$ cat src/rtl/message_stream_arbiter_if.sv
// Bundle of producer-side and sink-side message-stream signals for message_stream_arbiter.
// Handshake: a word moves on a rising edge where valid && ready; valid never waits on ready.
interface message_stream_arbiter_if #(
  parameter int N_STREAMS    = 4,
  parameter int WIDTH        = 32,
  parameter int WEIGHT_WIDTH = 4
);
  logic [WIDTH*N_STREAMS-1:0]        in_data;
  logic [N_STREAMS-1:0]              in_valid;
  logic [N_STREAMS-1:0]              in_ready;
  logic [WEIGHT_WIDTH*N_STREAMS-1:0] in_weights;
  logic [WIDTH-1:0]                  out_data;
  logic                              out_valid;
  logic                              out_ready;
  logic [N_STREAMS-1:0]              grant;
  logic                              error;

  modport master (
    output in_data, in_valid, in_weights, out_ready,
    input  in_ready, out_data, out_valid, grant, error
  );

  modport slave (
    input  in_data, in_valid, in_weights, out_ready,
    output in_ready, out_data, out_valid, grant, error
  );
endinterface

$ cat src/rtl/message_stream_arbiter.sv
// Packet-level round-robin arbiter: one whole packet per grant, header-length framed.
// Define MSA_WEIGHTED_EN to grant several consecutive packets per stream by weight.
module message_stream_arbiter #(
  parameter int N_STREAMS             = 4,
  parameter int LOG_N_STREAMS         = 2,
  parameter int WIDTH                 = 32,
  parameter int LOG_MAX_PACKET_LENGTH = 10,
  parameter int WEIGHT_WIDTH          = 4
) (
  input  logic                          clk,
  input  logic                          rst,
  message_stream_arbiter_if.slave       bus,
  output logic [1:0]                    dbg_state
);

  typedef enum logic [1:0] {S_IDLE = 2'd0, S_HEAD = 2'd1, S_BODY = 2'd2} state_t;

  state_t                           state_q, state_d;
  logic [N_STREAMS-1:0]             grant_q, grant_d;
  logic [LOG_N_STREAMS-1:0]         ptr_q, ptr_d;
  logic [LOG_MAX_PACKET_LENGTH-1:0] remaining_q, remaining_d;
  logic [WIDTH-1:0]                 out_data_q, out_data_d;
  logic                             out_valid_q, out_valid_d;
  logic                             error_q, error_d;

  logic [LOG_N_STREAMS-1:0]         gidx;
  logic [WIDTH-1:0]                 word;
  logic [N_STREAMS-1:0]             in_ready_w;
  logic                             accept;
  logic                             pkt_done;
  logic                             turn_done;
  logic                             found;
  logic [LOG_N_STREAMS-1:0]         sel_idx;
  logic [LOG_N_STREAMS:0]           cand;

`ifdef MSA_WEIGHTED_EN
  logic [WEIGHT_WIDTH-1:0] credit_q, credit_d;
  logic [WEIGHT_WIDTH-1:0] weight_q, weight_d;
  logic [WEIGHT_WIDTH-1:0] eff_weight;
`else
  logic unused_weights;
  assign unused_weights = ^bus.in_weights;
`endif

  // Owner index and its current word, selected from the one-hot grant.
  always_comb begin
    gidx = '0;
    word = '0;
    for (int i = 0; i < N_STREAMS; i++) begin
      if (grant_q[i]) begin
        gidx = LOG_N_STREAMS'(i);
        word = bus.in_data[i*WIDTH +: WIDTH];
      end
    end
  end

  // The output register can take a new word when it is empty or being drained.
  always_comb begin
    in_ready_w = '0;
    if (state_q != S_IDLE && (!out_valid_q || bus.out_ready)) in_ready_w = grant_q;
  end

  assign accept = |(bus.in_valid & in_ready_w);

`ifdef MSA_WEIGHTED_EN
  assign eff_weight = (weight_q == '0) ? WEIGHT_WIDTH'(1) : weight_q;
  assign turn_done  = ({1'b0, credit_q} + (WEIGHT_WIDTH+1)'(1)) >= {1'b0, eff_weight};
`else
  assign turn_done  = 1'b1;
`endif

  always_comb begin
    state_d     = state_q;
    grant_d     = grant_q;
    ptr_d       = ptr_q;
    remaining_d = remaining_q;
    out_data_d  = out_data_q;
    out_valid_d = out_valid_q && !bus.out_ready;
    error_d     = 1'b0;
    pkt_done    = 1'b0;
    found       = 1'b0;
    sel_idx     = '0;
    cand        = '0;
`ifdef MSA_WEIGHTED_EN
    credit_d    = credit_q;
    weight_d    = weight_q;
`endif
    case (state_q)
      S_IDLE: begin
        // First valid stream at or after ptr, wrapping.
        for (int k = 0; k < N_STREAMS; k++) begin
          cand = {1'b0, ptr_q} + (LOG_N_STREAMS+1)'(k);
          if (cand >= (LOG_N_STREAMS+1)'(N_STREAMS)) cand = cand - (LOG_N_STREAMS+1)'(N_STREAMS);
          if (!found && bus.in_valid[cand[LOG_N_STREAMS-1:0]]) begin
            found   = 1'b1;
            sel_idx = cand[LOG_N_STREAMS-1:0];
          end
        end
        if (found) begin
          grant_d = {{(N_STREAMS-1){1'b0}}, 1'b1} << sel_idx;
          state_d = S_HEAD;
`ifdef MSA_WEIGHTED_EN
          if (sel_idx != ptr_q) credit_d = '0;
          for (int i = 0; i < N_STREAMS; i++) begin
            if (sel_idx == LOG_N_STREAMS'(i)) weight_d = bus.in_weights[i*WEIGHT_WIDTH +: WEIGHT_WIDTH];
          end
`endif
        end
      end
      S_HEAD: begin
        if (accept) begin
          if (word[WIDTH-1]) begin
            out_data_d  = word;
            out_valid_d = 1'b1;
            remaining_d = word[WIDTH-2 -: LOG_MAX_PACKET_LENGTH];
            if (word[WIDTH-2 -: LOG_MAX_PACKET_LENGTH] == '0) pkt_done = 1'b1;
            else state_d = S_BODY;
          end else begin
            // Malformed header is dropped; the stream keeps its place in the rotation.
            error_d = 1'b1;
            grant_d = '0;
            state_d = S_IDLE;
          end
        end
      end
      S_BODY: begin
        if (accept) begin
          out_data_d  = word;
          out_valid_d = 1'b1;
          remaining_d = remaining_q - LOG_MAX_PACKET_LENGTH'(1);
          if (remaining_q == LOG_MAX_PACKET_LENGTH'(1)) pkt_done = 1'b1;
        end
      end
      default: begin
        grant_d = '0;
        state_d = S_IDLE;
      end
    endcase

    if (pkt_done) begin
      grant_d = '0;
      state_d = S_IDLE;
      if (turn_done) begin
        ptr_d = (gidx == LOG_N_STREAMS'(N_STREAMS-1)) ? '0 : gidx + LOG_N_STREAMS'(1);
`ifdef MSA_WEIGHTED_EN
        credit_d = '0;
      end else begin
        credit_d = credit_q + WEIGHT_WIDTH'(1);
`endif
      end
    end
  end

  always_ff @(posedge clk or posedge rst) begin
    if (rst) begin
      state_q     <= S_IDLE;
      grant_q     <= '0;
      ptr_q       <= '0;
      remaining_q <= '0;
      out_data_q  <= '0;
      out_valid_q <= 1'b0;
      error_q     <= 1'b0;
    end else begin
      state_q     <= state_d;
      grant_q     <= grant_d;
      ptr_q       <= ptr_d;
      remaining_q <= remaining_d;
      out_data_q  <= out_data_d;
      out_valid_q <= out_valid_d;
      error_q     <= error_d;
    end
  end

`ifdef MSA_WEIGHTED_EN
  always_ff @(posedge clk or posedge rst) begin
    if (rst) begin
      credit_q <= '0;
      weight_q <= '0;
    end else begin
      credit_q <= credit_d;
      weight_q <= weight_d;
    end
  end
`endif

  assign bus.in_ready  = in_ready_w;
  assign bus.out_data  = out_data_q;
  assign bus.out_valid = out_valid_q;
  assign bus.grant     = grant_q;
  assign bus.error     = error_q;
  assign dbg_state     = state_q;

endmodule

$ cat src/flat_wrapper.sv
// flat-port wrapper written by rule: the top's interface ports become plain ports
module message_stream_arbiter_flat 
#(
  parameter int N_STREAMS             = 4,
  parameter int LOG_N_STREAMS         = 2,
  parameter int WIDTH                 = 32,
  parameter int LOG_MAX_PACKET_LENGTH = 10,
  parameter int WEIGHT_WIDTH          = 4
)
  (clk, rst, dbg_state, bus_in_data, bus_in_valid, bus_in_weights, bus_out_ready, bus_in_ready, bus_out_data, bus_out_valid, bus_grant, bus_error);
  message_stream_arbiter_if #(.N_STREAMS(N_STREAMS), .WIDTH(WIDTH), .WEIGHT_WIDTH(WEIGHT_WIDTH)) bus_i ();
  input  logic clk;
  input  logic rst;
  output logic [1:0] dbg_state;
  input wire logic [$bits(bus_i.in_data)-1:0] bus_in_data;
  input wire logic [$bits(bus_i.in_valid)-1:0] bus_in_valid;
  input wire logic [$bits(bus_i.in_weights)-1:0] bus_in_weights;
  input wire logic [$bits(bus_i.out_ready)-1:0] bus_out_ready;
  output wire logic [$bits(bus_i.in_ready)-1:0] bus_in_ready;
  output wire logic [$bits(bus_i.out_data)-1:0] bus_out_data;
  output wire logic [$bits(bus_i.out_valid)-1:0] bus_out_valid;
  output wire logic [$bits(bus_i.grant)-1:0] bus_grant;
  output wire logic [$bits(bus_i.error)-1:0] bus_error;
  assign bus_i.in_data = bus_in_data;
  assign bus_i.in_valid = bus_in_valid;
  assign bus_i.in_weights = bus_in_weights;
  assign bus_i.out_ready = bus_out_ready;
  assign bus_in_ready = bus_i.in_ready;
  assign bus_out_data = bus_i.out_data;
  assign bus_out_valid = bus_i.out_valid;
  assign bus_grant = bus_i.grant;
  assign bus_error = bus_i.error;
  message_stream_arbiter #(.N_STREAMS(N_STREAMS), .LOG_N_STREAMS(LOG_N_STREAMS), .WIDTH(WIDTH), .LOG_MAX_PACKET_LENGTH(LOG_MAX_PACKET_LENGTH), .WEIGHT_WIDTH(WEIGHT_WIDTH)) u_core (.clk(clk), .rst(rst), .bus(bus_i), .dbg_state(dbg_state));
endmodule
$ cat config.mk
export PLATFORM = sky130hd
export DESIGN_NAME = message_stream_arbiter_flat
export DESIGN_NICKNAME = d
export VERILOG_FILES = /design/src/rtl/message_stream_arbiter_if.sv /design/src/rtl/message_stream_arbiter.sv /design/src/flat_wrapper.sv
export SDC_FILE = /design/constraint.sdc
export NUM_CORES = 1
export LEC_CHECK = 0
export CAP_MARGIN = 5
export CORE_MARGIN = 2
export CORE_UTILIZATION = 39
export CTS_CLUSTER_SIZE = 40
export DETAILED_ROUTE_END_ITERATION = 10
export PLACE_DENSITY = 0.82
export SYNTH_ARGS = -nofsm -noshare
export SYNTH_HDL_FRONTEND = slang
export SYNTH_SLANG_ARGS = --single-unit
$ cat constraint.sdc
create_clock -name clk -period 3 [get_ports clk]
set_input_delay 0.3 -clock clk [delete_from_list [all_inputs] [get_ports clk]]
set_output_delay 0.3 -clock clk [all_outputs]
set_load 0.01 [all_outputs]
# [Word-level counts from Yosys, hierarchy flattened]
# Cells that the tools add are included.
[totals] out_inout_bits=44 ff_bits=52 in_bits=151 elab_cells=127
[op_classes] n_bitwise=1 n_mux=70 n_lt_le_gt_ge=8 reduce_logical=19 n_eq_ne=12 n_addsub=9 n_shift=1
[ops] operator="two-way mux 32 bit" n=7
[ops] operator="case mux 32 bit (2 select lines)" n=1
[ops] operator="two-way mux 2 bit" n=21
[ops] operator="two-way mux 10 bit" n=3
[ops] operator="two-way mux 1 bit" n=24
[ops] operator="two-way mux 4 bit" n=5
[ops] operator="case mux 10 bit (2 select lines)" n=1
[ops] operator="less-than comparator 2 x 3 -> 1 bit, second input constant" n=4
[ops] operator="case mux 4 bit (3 select lines)" n=1
[ops] operator="AND reduction 4 bit" n=3
[ops] operator="== test 10 x 1 -> 1 bit, second input constant" n=1
[ops] operator="zero test 10 bit" n=1
[ops] operator="subtractor 10 x 1 -> 10 bit, second input constant" n=1
[ops] operator="greater-or-equal comparator 3 bit, second input constant" n=3
[ops] operator="binary-select mux 1 bit (select 2 bit)" n=4
[ops] operator="!= test 2 x 1 -> 1 bit, second input constant" n=4
[ops] operator="subtractor 2 x 1 -> 2 bit, second input constant" n=4
[ops] operator="adder 2 x 2 -> 3 bit, second input constant" n=2
[ops] operator="!= test 3 x 1 -> 1 bit, second input constant" n=2
[ops] operator="case mux 2 bit (3 select lines)" n=1
[ops] operator="logical AND 1 bit" n=5
[ops] operator="zero test 1 bit" n=5
[ops] operator="AND 4 bit" n=1
[ops] operator="== test 2 bit, second input constant" n=2
[ops] operator="other kinds (12)" n=14

# [Logic depth before layout (Yosys ltp)]
# Gate-level depths: netlist of run 1.
[depth] depth_word=23 ltp_mapped=10

# [Least setup slack after synthesis of run 1]
# Ideal clock, no wire load.
[synth_timing] path_kind="register to register" startpoint="register u_core.grant_q[3] (netlist: u_core.bus.grant[3])" endpoint="register u_core.ptr_q[1]" required_time_ps=2875 path_slack_ps=372 period_less_slack_ps=2628 path_stages_with_launch=8 setup_time_ps=125 arrival_time_ps=2503 path_cell_list="dfrtp_1 > or2_1 > buf_6 > a221oi_1 > o22ai_1 > or4_4 > o32ai_4 > mux2_4"
[synth_between] elab_chain_cells=6 word_cells_on_any_way=14
[synth_lines] element="from (decl)" line="message_stream_arbiter.sv:19" source="logic [N_STREAMS-1:0] grant_q, grant_d;"
[synth_lines] element="from (signal assigned)" line="message_stream_arbiter.sv:165" source="grant_q <= grant_d;"
[synth_lines] element="two-way mux 32 bit" line="message_stream_arbiter.sv:50" source="if (grant_q[i]) begin"
[synth_lines] element="zero test 10 bit" line="message_stream_arbiter.sv:116" source="if (word[WIDTH-2 -: LOG_MAX_PACKET_LENGTH] == '0) pkt_done = 1'b1;"
[synth_lines] element="two-way mux 1 bit" line="message_stream_arbiter.sv:116"
[synth_lines] element="two-way mux 1 bit" line="message_stream_arbiter.sv:112" source="if (word[WIDTH-1]) begin"
[synth_lines] element="two-way mux 1 bit" line="message_stream_arbiter.sv:111" source="if (accept) begin"
[synth_lines] element="case mux 1 bit (2 select lines)" line="message_stream_arbiter.sv:88" source="case (state_q)"
[synth_lines] element="to (signal assigned)" line="message_stream_arbiter.sv:166" source="ptr_q <= ptr_d;"
[synth_lines] element="to (decl)" line="message_stream_arbiter.sv:20" source="logic [LOG_N_STREAMS-1:0] ptr_q, ptr_d;"
# Several ways; a longest one is shown, not always the timed one.
# A chain may end at the register's enable or synchronous reset.

# [Worst setup path after layout of run 1]
[layout_timing] startpoint="register u_core.grant_q[3] (netlist: u_core.bus.grant[3])" endpoint="register u_core.out_data_q[16] (netlist: u_core.bus.out_data[16])"
[layout_between] elab_chain_cells=5 word_cells_on_any_way=12
[layout_lines] element="two-way mux 4 bit" line="message_stream_arbiter.sv:60" source="if (state_q != S_IDLE && (!out_valid_q || bus.out_ready)) in_ready_w = grant_q;"
[layout_lines] element="AND 4 bit" line="message_stream_arbiter.sv:63" source="assign accept = |(bus.in_valid & in_ready_w);"
[layout_lines] element="OR reduction 4 bit" line="message_stream_arbiter.sv:63"
[layout_lines] element="!= test 2 x 1 -> 1 bit (no line)"
[layout_lines] element="AND reduction 4 bit (no line)"
[layout_lines] element="to (signal assigned)" line="message_stream_arbiter.sv:168" source="out_data_q <= out_data_d;"
[layout_lines] element="to (decl)" line="message_stream_arbiter.sv:22" source="logic [WIDTH-1:0] out_data_q, out_data_d;"
# Several ways; a longest one is shown, not always the timed one. The select of a mux whose other input is x is not followed.

==> impl_metrics.csv, run 1 <==
group,metric,value,unit
outcome,status,"finished clean",
timing,rsz0062_at_grt,"false",
timing,finalSetupTns,0,ps
pwr,leakage,0.00221,uW
setup_path,rrSetupSlack,210,ps
setup_path,start_kind,"flip-flop",
timing,setup_slack,209,ps
synthesis,async_flop_share,1.00,
cells_and_area,drive_gt1_frac,0.0653,
timing,setup_violations,0,
die,dieArea,0.00954,sq mm
route,num_vias,4007,
synthesis,synth_area_leaders,"dfrtp_1 38%, a221oi_1 6.9%, nand2_1 6.6%",
synthesis,synth-edff-count,0,
synthesis,syn-cell-area,0.00342,sq mm
cells_and_area,area_delta_synth_final,58.4,%
die,row_count,34,
cts,cts_sinks,52,
synthesis,syn_nets,582,
die,dieHeight,97.7,um
synthesis,syn_avg_cell_area,8.03,sq um
route,drt-pass1-iter-count,5,
global_routing,grt_overflow,0,
timing,fin_skew,9.96,ps
cts,cts_setup_buffers,0,
timing,slew-limit-headroom,0.537,
cts,cts_hold_buf,0,
pwr,p_per_area,783,mW/mm^2
setup_path,cpPeakStageDelay,600,ps
route,via_per_inst,5.68,
setup_path,criticalPathCategory,"reg -> reg",
run,max_cap_viol_count,0,
route,final_antenna_net_count,0,
synthesis,ys_warn_count,0,
die,ios,195,
route,drc_errors,0,
timing,report.final.slew_viol_count,0,
route,wl_per_cell,17.7,um
synthesis,synth_flop_cell,"dfrtp_1",
placed_design,post_dp_cell_area,0.00533,sq mm
timing,final-hold-violation-count,0,
die,die_w,97.7,um
setup_path,crit_path_end_kind,"flip-flop",
cells_and_area,final_common_cell,"clkdlybuf4s50_1",
die,start_util,0.398,
placed_design,place_congestion,0.969,
placed_design,pre_cts_ws,260,ps
cts,cts.repair.resized,0,
route,drtIter0Drc,219,
cells_and_area,fin_nets,752,
synthesis,post_synth_num_cell_types,51,
synthesis,synth_top_area_frac,0.380,
global_routing,grt_pass1_wl,20000,um
timing,timing.fmax,358,MHz
timing,period_needed,2790,ps
synthesis,synth_area_leader_cell,"dfrtp_1",
cts,cts.clk_slew.worst_paths,100,ps
global_routing,grt_max_degree,60,
global_routing,grt_pass1_vias,3965,
synthesis,synth_seq_cells,52,
setup_path,slowest_stage,"a31oi_1",
cts,ctsHtreeMaxLevel,2,
setup_path,arrival,2960,ps
hold_path,min_path_type,"in -> async",
cts,cts_made_buffers,5,
cts,cts_tree,"yes",
timing,tightest_slew,691,ps
setup_path,crit_required,3170,ps
timing,period_share,0.930,
placed_design,dp_hpwl,9510,um
cts,cts-root-buf,"clkbuf_8",
synthesis,syn_inst,426,
global_routing,grt.total_usage,0.258,
placed_design,portBuffers,178,
global_routing,antenna_found_initial,0,
setup_path,critical_path.max_fanout,59,
cts,insertion_delay,310,ps
die,core-area,0.00859,sq mm
cells_and_area,fin_area,0.00542,sq mm
setup_path,path_cells,"or2_1, a221o_1, a31oi_1, nand2b_2, buf_4, o21ai_0",
cts,cts_buffer_depth,2,
pwr,ir_drop,0.000398,V
cells_and_area,mostFrequentLayoutCells,"178 x clkdlybuf4s50_1, 60 x nand2_1, 52 x nor2_1, 52 x dfrtp_1, 37 x o21ai_0",
route,routed_wl,12500,um
cells_and_area,insertedDiodeCount,0,
synthesis,yosysSeqAreaShare,0.380,
## stage by stage
step / power, uW / std cells / hold slack (ps) / util
after floorplan: 2730 / 426 / 483 / -
after global placement: 3740 / 697 / 462 / 0.620
after detailed placement: 3810 / 697 / 462 / 0.620
after CTS: 4230 / 705 / 270 / 0.631
after global routing: 4580 / 705 / 290 / 0.631
final: 4240 / 705 / 269 / 0.631
## power by group
group | internal (uW) | switching [uW] | total [uW]
logic | 1250 | 1440 | 2690
registers | 948 | 192 | 1140
clock network | 166 | 246 | 412
total | 2370 | 1880 | 4240
## flip-flops by register name, summed over array words and instances (netlist names)
register and flops:
u_core.remaining_q 10, u_core.ptr_q 2, u_core.bus.out_valid 1, u_core.bus.error 1
u_core.dbg_state 2, u_core.bus.out_data 32, u_core.bus.grant 4
## cells by family after synthesis
| family | count (synthesis) | synth area share |
|---|---|---|
| flops | 52 | 0.380 |
| mux | 12 | 0.0428 |
| simple gates | 170 | 0.220 |
| compound gates | 147 | 0.291 |
| buf+inv | 40 | 0.0479 |
| fa+ha+maj | 5 | 0.0183 |
## per-layer routing
metal  routed length, um  up-vias  global-route usage
met3                 807       24              0.0424
met4                 303        0              0.0759
met1                5130     1873               0.334
li1                    -     1914                   -
met5                   0        -                   0
met2                6220      196               0.443
## cell usage after synthesis, types with 4 or more instances
library cell and number:
a221oi_1 27, nor2b_1 5, and3_1 5, o22a_1 4, buf_2 5, nor2_1 52
buf_1 6, nand2b_1 5, mux2i_1 6, clkbuf_1 18, dfrtp_1 52, inv_1 9
ha_1 5, nand2_1 60, nor3_1 30, a21oi_1 32, o21ai_0 37, o22ai_1 17
## worst paths after layout
check	startpoint	to	cells past startpoint
max	u_core.bus.grant[3]$_DFFE_PP0P_	u_core.bus.out_data[16]$_DFFE_PP0P_	6
min	rst	u_core.bus.out_data[4]$_DFFE_PP0P_	2
max reg2reg	u_core.bus.grant[3]$_DFFE_PP0P_	u_core.bus.out_data[16]$_DFFE_PP0P_	6
min reg2reg	u_core.bus.out_data[26]$_DFFE_PP0P_	u_core.bus.out_data[26]$_DFFE_PP0P_	2
max in group asynchronous	rst	u_core.bus.out_data[0]$_DFFE_PP0P_	3
min in group clk	u_core.bus.out_data[26]$_DFFE_PP0P_	u_core.bus.out_data[26]$_DFFE_PP0P_	2
## critical path: cells and delay by family, from the launching register on
kind	cells	cell delay (ps)
buf+inv	1	430
simple gates	2	610
compound gates	3	1160
flops	1	410
## area by class of cell
cell class | count | area [sq um]
Clock buffer | 5 | 68.8
Clock inverter | 3 | 21.3
Fill cell | 734 | 3170
Inverter | 10 | 37.5
Multi-Input combinational cell | 334 | 1960
Sequential cell | 52 | 1300
Tap cell | 108 | 135
Timing Repair Buffer | 193 | 1890
No activity file was read; power rests on OpenSTA's default activity.
==> inputs of run 2 (changes only) <==
ABC_AREA = 1   (was not set)
CORE_UTILIZATION = 40   (was 39)
PLACE_DENSITY = 0.81   (was 0.82)
==> run 2 against run 1 <==
Effect of this change:
- cell count grew 16%
- power rose by 12%
- synthesized cell count increased by 27%
- count of clock-buffer cells in the layout up 1
- routed wire length shrank 3.6%
- sequential power grew 4%
- critical path type is now reg -> out
- critical endpoint is now bus_in_ready[1]
- highest routed layer unchanged
==> impl_metrics.csv, run 2 <==
group,metric,value,unit
outcome,status,"finished clean",
die,dieHeight,100,um
route,wl_per_cell,14.7,um
timing,finalSetupTns,0,ps
cells_and_area,fin_area,0.00564,sq mm
synthesis,synth_top_family_by_area,"simple AND/OR/NAND/NOR gates",
cts,cts_tree,"yes",
synthesis,synth_area_leaders,"dfrtp_1 35%, nand2_1 17%, o21ai_0 5.4%",
global_routing,grt_max_degree,52,
synthesis,synth_flop_cell,"dfrtp_1",
global_routing,grt_pass1_wl,19000,um
die,start_util,0.407,
cells_and_area,mostFrequentLayoutCells,"178 x clkdlybuf4s50_1, 172 x nand2_1, 52 x dfrtp_1",
cells_and_area,largest_reg_flops,32,
timing,tightest_slew,585,ps
synthesis,syn-cell-area,0.00372,sq mm
timing,rsz0062_at_grt,"false",
cts,cts_setup_buffers,0,
cts,insertion_delay,310,ps
synthesis,synth_area_leader_cell,"dfrtp_1",
global_routing,grt_overflow,0,
setup_path,arrival,2180,ps
timing,period_needed,2480,ps
setup_path,crit_path_end_kind,"primary output",
synthesis,ys_warn_count,0,
timing,fin_skew,6.28,ps
global_routing,antenna_found_initial,0,
synthesis,syn_avg_cell_area,6.87,sq um
placed_design,dp_hpwl,9240,um
synthesis,synth_compound_area_frac,0.194,
synthesis,yosys.cell_count.top_type,"nand2_1",
placed_design,portBuffers,178,
synthesis,post_synth_num_cell_types,37,
synthesis,yosysSeqAreaShare,0.349,
pwr,leakage,0.00254,uW
die,dieArea,0.0101,sq mm
synthesis,synthTopCellsByCount,"172 x nand2_1, 52 x dfrtp_1, 42 x nor2_1, 41 x inv_1, 40 x o21ai_0",
synthesis,syn_inst,542,
synthesis,synthMuxAreaShare,0,
route,via_per_inst,5.18,
route,drt-pass1-iter-count,6,
synthesis,syn_nets,698,
die,row_count,35,
placed_design,post_dp_cell_area,0.00554,sq mm
hold_path,min_path_type,"in -> async",
cells_and_area,fin_nets,862,
route,drtIter0Drc,166,
synthesis,synth_seq_cells,52,
global_routing,grt_pass1_vias,4147,
timing,period_share,0.827,
synthesis,synth-edff-count,0,
synthesis,synth-simple-area-share,0.336,
cells_and_area,area_delta_synth_final,51.5,%
die,core-area,0.00915,sq mm
timing,slew-limit-headroom,0.609,
route,drc_errors,0,
cells_and_area,drive_gt1_frac,0.0778,
cts,cts_sinks,52,
cells_and_area,seq_area,0.00130,sq mm
setup_path,start_kind,"flip-flop",
placed_design,place_congestion,0.901,
global_routing,grt.total_usage,0.236,
cts,cts_hold_buf,0,
timing,timing.fmax,403,MHz
synthesis,async_flop_share,1.00,
pwr,p_per_area,841,mW/mm^2
cells_and_area,final_core_util,0.616,
die,die_w,100,um
setup_path,criticalPathCategory,"reg -> out",
route,num_vias,4236,
cts,cts.repair.resized,0,
cts,cts_made_buffers,5,
timing,holdWs,288,ps
synthesis,synth_top_area_frac,0.349,
synthesis,synth_fa_ha_area_frac,0.0168,
die,ios,195,
cts,ctsHtreeMaxLevel,2,
timing,setup_violations,0,
setup_path,crit_required,2700,ps
synthesis,synthXorXnorAreaFrac,0.00706,
cts,cts_buffer_depth,2,
pwr,ir_drop,0.000368,V
cts,cts.clk_slew.worst_paths,90,ps
cts,cts-root-buf,"clkbuf_8",
route,final_antenna_net_count,0,
cells_and_area,final_common_cell,"clkdlybuf4s50_1",
cells_and_area,n_fill_cell,802,
route,routed_wl,12000,um
cells_and_area,insertedDiodeCount,0,
timing,final-hold-violation-count,0,
setup_path,critical_path.max_fanout,6,
cells_and_area,multi_input_area,0.00206,sq mm
run,max_cap_viol_count,0,
timing,report.final.slew_viol_count,0,
==> run 2: power by group <==
group / switching (uW) / internal [uW] / total, uW
combinational: 1830 / 1290 / 3130
sequential: 228 / 962 / 1190
clock: 240 / 189 / 429
==> run 2: metrics by stage <==
stage	instances	total power, uW	setup slack [ps]
6_report	818	4750	519
2_1_floorplan	542	3240	1060
3_3_place_gp	810	4230	593
5_1_grt	818	5180	266
4_1_cts	818	4770	525
3_5_place_dp	810	4320	500
==> run 2: kinds of logic after synthesis <==
logic type	after synthesis
and+or+nand+nor	287
buffers and inverters	77
adders and majority gates	5
xor gates and xnor gates	3
AOI/OAI and AO/OA	118
DFF	52
==> run 2: worst max-delay path, cell delays in order (launching register included) <==
cell and delay, ps:
dfrtp_1 420, inv_1 80, ha_1 270, nor2_1 250
inv_1 170, nor2_1 130, clkdlybuf4s50_1 550
==> run 2: final timing paths <==
kind                                                     start                                  end  slack [ps]  cells past startpoint
setup reg to reg               u_core.dbg_state[1]$_DFFE_PP0P_    u_core.remaining_q[8]$_DFFE_PP0P_         530                     11
hold / removal                                             rst  u_core.bus.out_data[22]$_DFFE_PP0P_         290                      2
min in group clk           u_core.bus.out_data[11]$_DFFE_PP0P_  u_core.bus.out_data[11]$_DFFE_PP0P_         490                      2
setup / recovery               u_core.dbg_state[1]$_DFFE_PP0P_                      bus_in_ready[1]         520                      6
max in group asynchronous                                  rst          u_core.ptr_q[0]$_DFFE_PP0N_        1930                      3
hold reg to reg            u_core.bus.out_data[11]$_DFFE_PP0P_  u_core.bus.out_data[11]$_DFFE_PP0P_         490                      2
==> run 2: metal layers <==
| layer | up-vias | global-route usage | part of all wire |
|---|---|---|---|
| met3 | 16 | 0.0479 | 0.066 |
| met4 | 0 | 0.0664 | 0.016 |
| met1 | 1931 | 0.277 | 0.40 |
| met5 | - | 0 | 0 |
| met2 | 171 | 0.436 | 0.52 |
| li1 | 2118 | - | - |
==> run 2: cell type report <==
type,count,share of cell area
Sequential cell,52,0.231
Inverter,46,0.0306
Tap cell,111,0.0246
Clock inverter,2,0.00244
Clock buffer,6,0.0146
Multi-Input combinational cell,413,0.366
Timing Repair Buffer,188,0.331
==> inputs of run 3 (changes only) <==
clock period = 2.5 ns   (was 3 ns; I/O delays follow)
==> run 3 against run 2 <==
Effect of this change:
- worst hold slack improved by 37 ps
- sequential share of layout area shrank 0.22 points
- routed wire length increased by 3.0%
- flip-flop and latch count unchanged
- design area rose by 0.95%
- power is 21% higher
- clock skew grew 3.7 ps
- global-route usage increased by 0.72 points
- core utilization increased by 0.59 points
- count of clock-buffer cells in the layout rose by 1
- register-to-register slack worse by 240 ps
- critical path depth is the same
- critical path type unchanged
- highest routed layer unchanged
==> impl_metrics.csv, run 3 (synthesis gave the netlist of run 2 again) <==
group,metric,value,unit
cells_and_area,largest_reg_flops,32,
setup_path,rrSetupSlack,290,ps
pwr,switching_share,0.484,
timing,finalSetupTns,0,ps
timing,final-hold-violation-count,0,
global_routing,grtUsageMet1,0.287,
setup_path,start_kind,"flip-flop",
placed_design,pre_cts_ws,246,ps
setup_path,r2r_start,"u_core.bus.grant[2]$_DFFE_PP0P_",
cts,cts_made_buffers,5,
timing,holdWs,325,ps
hold_path,min_path_type,"in -> async",
cells_and_area,drive_gt1_frac,0.0857,
global_routing,grt.total_usage,0.243,
route,drtIter0Drc,141,
cells_and_area,final_common_cell,"clkdlybuf4s50_1",
pwr,p_int,2970,uW
cts,cts.clk_slew.worst_paths,90,ps
timing,timing.fmax,432,MHz
timing,tightest_slew,577,ps
cts,cts-root-buf,"clkbuf_8",
setup_path,critical_path.max_fanout,6,
route,drc_errors,0,
outcome,status,"finished clean",
run,max_cap_viol_count,0,
timing,setup_slack,187,ps
placed_design,place_congestion,0.915,
global_routing,grt_max_degree,55,
global_routing,grt_overflow,0,
die,dieHeight,100,um
cells_and_area,fin_area,0.00569,sq mm
die,dieArea,0.0101,sq mm
pwr,power.switching,2790,uW
cts,cts_tree,"yes",
route,wl_per_cell,15.0,um
die,row_count,35,
timing,rsz0062_at_grt,"false",
pwr,leakage,0.00256,uW
pwr,p_comb_frac,0.662,
cells_and_area,mostFrequentLayoutCells,"178 x clkdlybuf4s50_1, 172 x nand2_1, 52 x dfrtp_1",
placed_design,portBuffers,178,
global_routing,busiest_layer,"met2",
cells_and_area,insertedDiodeCount,0,
cts,ctsHtreeMaxLevel,2,
setup_path,crit_path_end_kind,"primary output",
pwr,ir_drop,0.000408,V
global_routing,grt_use_met2,0.446,
route,final_antenna_net_count,0,
placed_design,post_dp_cell_area,0.00559,sq mm
setup_path,criticalPathCategory,"reg -> out",
global_routing,antenna_found_initial,0,
timing,setup_violations,0,
pwr,p_per_area,1010,mW/mm^2
cts,cts_sinks,52,
cts,cts_hold_buf,0,
timing,fin_skew,9.98,ps
pwr,power.share.sequential,0.250,
cells_and_area,fin_nets,867,
cts,cts_buffer_depth,2,
die,ios,195,
route,routed_wl,12400,um
global_routing,met3_usage,0.0492,
pwr,pwr-share-clk,0.088,
setup_path,timing.rr.end,"u_core.bus.grant[1]$_DFFE_PP0P_",
timing,period_needed,2310,ps
setup_path,crit_required,2250,ps
cts,insertion_delay,310,ps
setup_path,reg2reg_depth,14,
setup_path,arrival,2060,ps
global_routing,grt_pass1_wl,19600,um
timing,slew-limit-headroom,0.615,
die,core-area,0.00915,sq mm
die,die_w,100,um
timing,report.final.slew_viol_count,0,
timing,period_share,0.925,
die,start_util,0.407,
cells_and_area,final_core_util,0.622,
placed_design,dp_hpwl,9650,um
route,num_vias,4262,
route,via_per_inst,5.18,
global_routing,grt_pass1_vias,4167,
route,drt-pass1-iter-count,4,
cells_and_area,area_delta_synth_final,52.9,%
==> run 3: cell type report <==
cell class / instances / area, sq um
well taps: 111 / 139
inverters: 46 / 176
multi-input cells: 413 / 2060
clock buffers: 7 / 86.3
fillers: 809 / 3460
flip-flops and latches: 52 / 1300
repair buffers: 193 / 1920
clock inverters: 1 / 7.51
==> run 3: what timing repair did <==
action	4_1_cts	5_1_grt
setup endpoints to repair	0	6
resized for setup	0	2
buffers inserted	0	0
==> run 3: power groups by stage <==
stage / sequential [uW] / combinational, uW / clock, uW
6_report: 1440 / 3810 / 507
5_1_grt: 1490 / 4250 / 553
4_1_cts: 1440 / 3820 / 522
3_5_place_dp: 1450 / 3810 / 0
3_3_place_gp: 1440 / 3700 / 0
2_1_floorplan: 1450 / 2440 / 0
==> run 3: critical path, cell delays in order (launching register included) <==
cell	delay [ps]
dfrtp_1	410
inv_1	80
ha_1	280
nor2_2	210
inv_1	140
nor2_1	110
clkdlybuf4s50_1	540
==> run 3: per-layer routing <==
layer  routed length (um)  part of all wire  up-vias
met3                  850             0.069       18
met5                    0                 0        -
met4                  163             0.013        0
met2                 6490              0.52      165
met1                 4860              0.39     1959
li1                     -                 -     2120
==> run 3: worst max path at each step <==
| stage | start | end | slack (ps) | cells past startpoint |
|---|---|---|---|---|
| after global placement | bus_out_ready | u_core.remaining_q[3]$_DFFE_PP0P_ | 310 | 11 |
| after CTS | u_core.dbg_state[1]$_DFFE_PP0P_ | bus_in_ready[0] | 70 | 6 |
| after detailed placement | bus_out_ready | u_core.remaining_q[8]$_DFFE_PP0P_ | 250 | 11 |
| final | u_core.dbg_state[1]$_DFFE_PP0P_ | bus_in_ready[0] | 190 | 6 |
| after floorplan | u_core.dbg_state[0]$_DFFE_PP0P_ | u_core.remaining_q[5]$_DFFE_PP0P_ | 560 | 10 |
| after global routing | u_core.dbg_state[0]$_DFFE_PP0P_ | bus_in_ready[3] | 40 | 6 |
==> run 3: per-stage QoR <==
stage | cells | power [uW]
5_1_grt | 823 | 6290
4_1_cts | 823 | 5780
3_5_place_dp | 815 | 5260
6_report | 823 | 5760
2_1_floorplan | 542 | 3890
3_3_place_gp | 815 | 5130
